**src/rtl/mem_port_arbiter.sv**
```systemverilog
// Arbitrates one single-ported memory between the instruction-fetch and load/store requesters.
// Define MEM_ARB_ROUND_ROBIN_EN for alternating priority; the default build uses fixed data-over-fetch priority.
module mem_port_arbiter #(
  parameter int unsigned ADDR_W         = 32,
  parameter int unsigned DATA_W         = 32,
  parameter int unsigned TIMEOUT_CYCLES = 255
) (
  input  logic                clk,
  input  logic                rst_n,
  input  logic                if_req,
  input  logic [ADDR_W-1:0]   if_addr,
  output logic                if_valid,
  output logic [DATA_W-1:0]   if_rdata,
  input  logic                d_req,
  input  logic                d_we,
  input  logic [DATA_W/8-1:0] d_wmask,
  input  logic [ADDR_W-1:0]   d_addr,
  input  logic [DATA_W-1:0]   d_wdata,
  output logic                d_valid,
  output logic [DATA_W-1:0]   d_rdata,
  output logic                mem_req,
  output logic                mem_we,
  output logic [DATA_W/8-1:0] mem_wmask,
  output logic [ADDR_W-1:0]   mem_addr,
  output logic [DATA_W-1:0]   mem_wdata,
  input  logic [DATA_W-1:0]   mem_rdata,
  input  logic                mem_ack,
  output logic                timeout
);

  localparam int unsigned MASK_W = DATA_W / 8;
  localparam int unsigned CNT_W  = 8;

  typedef enum logic [1:0] {IDLE, BUSY_IF, BUSY_D} state_e;
  typedef enum logic {GNT_IF = 1'b0, GNT_D = 1'b1} grant_e;

  state_e              state_q,      state_d;
  grant_e              last_grant_q, last_grant_d;
  logic [CNT_W-1:0]    cnt_q,        cnt_d;
  logic                mem_req_q,    mem_req_d;
  logic                mem_we_q,     mem_we_d;
  logic [MASK_W-1:0]   mem_wmask_q,  mem_wmask_d;
  logic [ADDR_W-1:0]   mem_addr_q,   mem_addr_d;
  logic [DATA_W-1:0]   mem_wdata_q,  mem_wdata_d;
  logic                if_valid_q,   if_valid_d;
  logic [DATA_W-1:0]   if_rdata_q,   if_rdata_d;
  logic                d_valid_q,    d_valid_d;
  logic [DATA_W-1:0]   d_rdata_q,    d_rdata_d;
  logic                timeout_q,    timeout_d;

  logic                qual_if, qual_d, pick_d;
  logic [CNT_W-1:0]    cnt_inc;

  // Next-state: grant in IDLE, wait for ack or timeout while busy
  always_comb begin
    state_d      = state_q;
    last_grant_d = last_grant_q;
    cnt_d        = cnt_q;
    mem_req_d    = mem_req_q;
    mem_we_d     = mem_we_q;
    mem_wmask_d  = mem_wmask_q;
    mem_addr_d   = mem_addr_q;
    mem_wdata_d  = mem_wdata_q;
    if_valid_d   = 1'b0;
    if_rdata_d   = if_rdata_q;
    d_valid_d    = 1'b0;
    d_rdata_d    = d_rdata_q;
    timeout_d    = timeout_q;

    // A requester whose valid is high this cycle has just been served.
    qual_if = if_req & ~if_valid_q;
    qual_d  = d_req & ~d_valid_q;
`ifdef MEM_ARB_ROUND_ROBIN_EN
    pick_d  = qual_d & (~qual_if | (last_grant_q == GNT_IF));
`else
    pick_d  = qual_d;
`endif
    cnt_inc = cnt_q + CNT_W'(1);

    case (state_q)
      IDLE: begin
        if (pick_d) begin
          state_d     = BUSY_D;
          mem_req_d   = 1'b1;
          mem_we_d    = d_we;
          mem_wmask_d = d_we ? d_wmask : '0;
          mem_addr_d  = d_addr;
          mem_wdata_d = d_wdata;
`ifdef MEM_ARB_ROUND_ROBIN_EN
          last_grant_d = GNT_D;
`endif
        end else if (qual_if) begin
          state_d     = BUSY_IF;
          mem_req_d   = 1'b1;
          mem_we_d    = 1'b0;
          mem_wmask_d = '0;
          mem_addr_d  = if_addr;
          mem_wdata_d = '0;
`ifdef MEM_ARB_ROUND_ROBIN_EN
          last_grant_d = GNT_IF;
`endif
        end
      end
      BUSY_IF, BUSY_D: begin
        if (mem_ack) begin
          state_d   = IDLE;
          mem_req_d = 1'b0;
          cnt_d     = '0;
          if (state_q == BUSY_IF) begin
            if_valid_d = 1'b1;
            if_rdata_d = mem_rdata;
          end else begin
            d_valid_d = 1'b1;
            if (!mem_we_q) d_rdata_d = mem_rdata;
          end
        end else if (cnt_inc == CNT_W'(TIMEOUT_CYCLES)) begin
          state_d   = IDLE;
          mem_req_d = 1'b0;
          cnt_d     = '0;
          timeout_d = 1'b1;
          if (state_q == BUSY_IF) begin
            if_valid_d = 1'b1;
            if_rdata_d = '0;
          end else begin
            d_valid_d = 1'b1;
            d_rdata_d = '0;
          end
        end else begin
          cnt_d = cnt_inc;
        end
      end
      default: state_d = IDLE;
    endcase
  end

  always_ff @(posedge clk) begin
    if (!rst_n) begin
      state_q      <= IDLE;
      last_grant_q <= GNT_IF;
      cnt_q        <= '0;
      mem_req_q    <= 1'b0;
      mem_we_q     <= 1'b0;
      mem_wmask_q  <= '0;
      mem_addr_q   <= '0;
      mem_wdata_q  <= '0;
      if_valid_q   <= 1'b0;
      if_rdata_q   <= '0;
      d_valid_q    <= 1'b0;
      d_rdata_q    <= '0;
      timeout_q    <= 1'b0;
    end else begin
      state_q      <= state_d;
      last_grant_q <= last_grant_d;
      cnt_q        <= cnt_d;
      mem_req_q    <= mem_req_d;
      mem_we_q     <= mem_we_d;
      mem_wmask_q  <= mem_wmask_d;
      mem_addr_q   <= mem_addr_d;
      mem_wdata_q  <= mem_wdata_d;
      if_valid_q   <= if_valid_d;
      if_rdata_q   <= if_rdata_d;
      d_valid_q    <= d_valid_d;
      d_rdata_q    <= d_rdata_d;
      timeout_q    <= timeout_d;
    end
  end

  assign mem_req   = mem_req_q;
  assign mem_we    = mem_we_q;
  assign mem_wmask = mem_wmask_q;
  assign mem_addr  = mem_addr_q;
  assign mem_wdata = mem_wdata_q;
  assign if_valid  = if_valid_q;
  assign if_rdata  = if_rdata_q;
  assign d_valid   = d_valid_q;
  assign d_rdata   = d_rdata_q;
  assign timeout   = timeout_q;

endmodule

```
**config.mk**
```make
export PLATFORM = sky130hd
export DESIGN_NAME = mem_port_arbiter
export DESIGN_NICKNAME = d
export VERILOG_FILES = /design/src/rtl/mem_port_arbiter.sv
export SDC_FILE = /design/constraint.sdc
export NUM_CORES = 1
export LEC_CHECK = 0
export ABC_AREA = 1
export CAP_MARGIN = 20
export CELL_PAD_IN_SITES_DETAIL_PLACEMENT = 1
export CELL_PAD_IN_SITES_GLOBAL_PLACEMENT = 2
export CORE_UTILIZATION = 32
export DETAILED_ROUTE_END_ITERATION = 6
export DONT_BUFFER_PORTS = 1
export GPL_ROUTABILITY_DRIVEN = 0
export PLACE_DENSITY = 0.75
export SYNTH_ARGS = -nofsm -noshare
export SYNTH_HDL_FRONTEND = slang
export SYNTH_SLANG_ARGS = --single-unit
export TNS_END_PERCENT = 30
```
**constraint.sdc**
```tcl
create_clock -name clk -period 2.64 [get_ports clk]
set_clock_uncertainty 0.2 [all_clocks]
set_input_delay 0.396 -clock clk [delete_from_list [all_inputs] [get_ports clk]]
set_output_delay 0.396 -clock clk [all_outputs]
set_load 0.005 [all_outputs]
```
==> results of run 1 <==
## cell families after synthesis
group / count (synthesis)
xor gates and xnor gates: 1
buffers and inverters: 198
AOI/OAI and AO/OA: 121
and+or+nand+nor: 487
DFF: 147
adders and majority gates: 4
## state kept, by name (all words and copies together) (netlist names), 2 cells and up
signal and flops:
mem_wdata 32, d_rdata 32, state_q 2, cnt_q 8, if_rdata 32, mem_addr 32
mem_wmask 4
## what timing repair did
item	CTS	global route
resized for setup	0	5
hold buffers	102	0
endpoints found under the setup margin	0	37
hold endpoints to repair	136	0
## per-stage QoR
step / hold slack, ns / cell area [µm²] / total power, mW / cells / utilization [%]
after detailed placement: 0.265 / 6640 / 4.08 / 1175 / 33.9
after global placement: 0.253 / 6640 / 4.05 / 1175 / 33.9
after global routing: 0.0400 / 8310 / 7.33 / 1308 / 42.4
final: 0.0284 / 8310 / 6.90 / 1308 / 42.4
after CTS: 0.00790 / 8300 / 6.97 / 1308 / 42.4
after floorplan: 0.239 / 6440 / 3.72 / 958 / -
## critical path: stages, from the launching register on
cell and delay [ns]:
dfxtp_1 0.36, nor2_2 0.16, inv_2 0.08, o21ai_0 0.08, nand2_1 0.12, inv_4 0.24
buf_12 0.23, o21ai_0 0.12, a31oi_1 0.21, dlygate4sd3_1 0.56
## metal layers
metal / wire length, µm / part of all wire, % / vias to the layer above
li1: - / - / 3103
met1: 8870 / 42 / 2878
met2: 10200 / 48 / 207
met3: 1640 / 7.7 / 39
met4: 608 / 2.9 / 0
met5: 0 / 0 / -
## worst max-delay path by stage
stage | end | start | slack, ns
detailed placement | d_rdata[10]$_SDFFE_PN0P_ | cnt_q[1]$_SDFFE_PN0N_ | 0.29
floorplan | if_rdata[0]$_SDFFE_PN0P_ | state_q[0]$_SDFFE_PN0P_ | 0.62
global route | if_rdata[13]$_SDFFE_PN0P_ | cnt_q[0]$_SDFFE_PN0N_ | 0.02
finish | mem_addr[30]$_SDFFE_PN0P_ | d_valid$_SDFF_PN0_ | 0.21
global placement | d_rdata[29]$_SDFFE_PN0P_ | cnt_q[1]$_SDFFE_PN0N_ | 0.37
CTS | mem_addr[25]$_SDFFE_PN0P_ | d_valid$_SDFF_PN0_ | 0.18
## layout by cell type, fill, tap and decap left out, types with 2 or more instances in the layout
cell type and n:
inv_1 131, buf_4 11, dfxtp_1 146, clkinv_4 2
o21ai_0 37, a31oi_1 32, nand2_1 328, clkinv_2 2
buf_6 2, buf_12 2, clkbuf_16 17, a21oi_1 48
inv_2 3, dlygate4sd3_1 101, ha_1 4, inv_6 2
nand3_4 2, nand3_1 10, bufinv_16 4, nand4_1 39
clkinvlp_4 2, nor2_1 100, nor2_2 2, o21bai_1 2
## final cells by class
type | instances | area share, %
Sequential cell | 147 | 35.4
Multi-Input combinational cell | 613 | 32.7
Timing Repair Buffer | 117 | 14.2
Inverter | 135 | 6.13
Clock buffer | 19 | 5.33
Tap cell | 265 | 3.99
Clock inverter | 12 | 2.17
## where the power goes
part           switching [mW]  internal, mW  total [mW]
logic                   0.908         0.590        1.50
clock network           0.991          1.61        2.60
registers               0.269          2.53        2.80
==> impl_metrics.toml, run 1 <==
[finish]
regArea_um2 = 2940
multi_input_area_um2 = 2720
fin_nets = 1173
drive_gt1_share_pct = 5.75
fill_cells = 2467
antenna_cells = 0
syn_to_final_growth_pct = 29.1

[flow_run]
drv_cap = 0

[critical_path]
startpoint_type = "register"
end_kind = "register"
arrival_ns = 2.59
r2r_end = "mem_addr[30]$_SDFFE_PN0P_"
worstPathMaxFanout = 38
ff2ff_path_depth = 9
reg2reg_from = "d_valid$_SDFF_PN0_"
crit_required_ns = 2.80
crit_type = "register to register"
reg2reg_slack_ns = 0.21

[grt]
grt.busiest_layer = "met2"
grt_pass1_vias = 6175
antenna_found_initial = 0
grt_max_degree = 101
met1_usage_pct = 23.7
globalRouteMet3Util_pct = 7.10
track_usage_pct = 20.6
grt_pass1_wl_um = 32900
grt_overflow = 0
met2_usage_pct = 34.5

[place]
port_buffers = 0
hpwl_um = 13400
dp_slack_ns = 0.293

[sta]
timing.final.ws_setup_ns = 0.214
finalSetupTns_ns = 0
finalCritPeriodShare_pct = 91.9
slew_headroom_pct = 63.1
max_slew.worst_pin.slew_ns = 0.554
setup_viol = 0
max_freq_ghz = 0.412
hold_viol_final = 0
grt_setup_unrepaired = "no"
period_minus_slack_ns = 2.43
slew_violations = 0

[power]
p_leak_nw = 3.83
ir_drop_mv = 0.449
p_per_area_nw_per_um2 = 830

[drt]
dr.first_iter.drc_count = 184
firstDrtPassIters = 4
drc = 0
wire_per_inst_um = 16.3
final_antenna_net_count = 0
routed_wl_um = 21300
vias_per_cell = 4.76
vias = 6227

[min_path]
holdCritPathClass = "primary input to register"
min_to = "d_rdata[2]$_SDFFE_PN0P_"
worstHoldPathCells = 4
worstHoldStart = "mem_rdata[2]"

[synthesis]
syn_area_um2 = 6440
synth_cell_types = 27
yosysSeqAreaShare_pct = 45.7
synth.area.top_cells = "dfxtp_1 (46%), nand2_1 (19%), inv_1 (7.6%)"
synth_warnings = 0
syn-mean-instance-area_um2 = 6.72
yosys.cell_count.top_type = "nand2_1"
ys.flop_type = "dfxtp_1"
synthAdderAreaFrac_pct = 0.777
synth-simple-area-share_pct = 31.0
synthMuxAreaShare_pct = 0
synth_cells = 958
async_reset_ff_share_pct = 0
synth_top_cell_area_share_pct = 45.7
synth-seq-cells = 147
synth_area_leader_cell = "dfxtp_1"
synth-edff-count = 0
ys_top_cells_by_count = "nand2_1 (328), dfxtp_1 (147), inv_1 (131), nor2_1 (101), a21oi_1 (48)"
syn_nets = 1100
synth_compound_area_share_pct = 10.2
synth-xor-area-share_pct = 0.136
synth_top_family_by_area = "simple AND/OR/NAND/NOR gates"

[floorplanning]
die_area_um2 = 20700
dieHeight_um = 144
die_x_um = 144
ios = 275
rows = 51
start_util_pct = 32.9
core_area_um2 = 19600

[clock_network]
clk_pin_slew_ns = 0.06
cts_tree = "yes"
clk_latency_ns = 0.42
cts.path.max_buffers = 2
postCtsSetupRepairBufs = 0
cts_root_buf = "clkbuf_16"
cts.sinks = 147
htreeDepth = 4
cts_made_buffers = 17

[run_status]
status = "finished clean"
No activity file was read; power rests on OpenSTA's default activity.
==> inputs of run 2 (changes only) <==
--- a/config.mk
+++ b/config.mk
@@ -10,6 +10,7 @@
 export CELL_PAD_IN_SITES_DETAIL_PLACEMENT = 1
 export CELL_PAD_IN_SITES_GLOBAL_PLACEMENT = 2
 export CORE_UTILIZATION = 32
+export CTS_CLUSTER_DIAMETER = 80
 export DETAILED_ROUTE_END_ITERATION = 6
 export DONT_BUFFER_PORTS = 1
 export GPL_ROUTABILITY_DRIVEN = 0
==> results of run 2 <==
Final layout, timing and power as in run 1 (identical DEF).
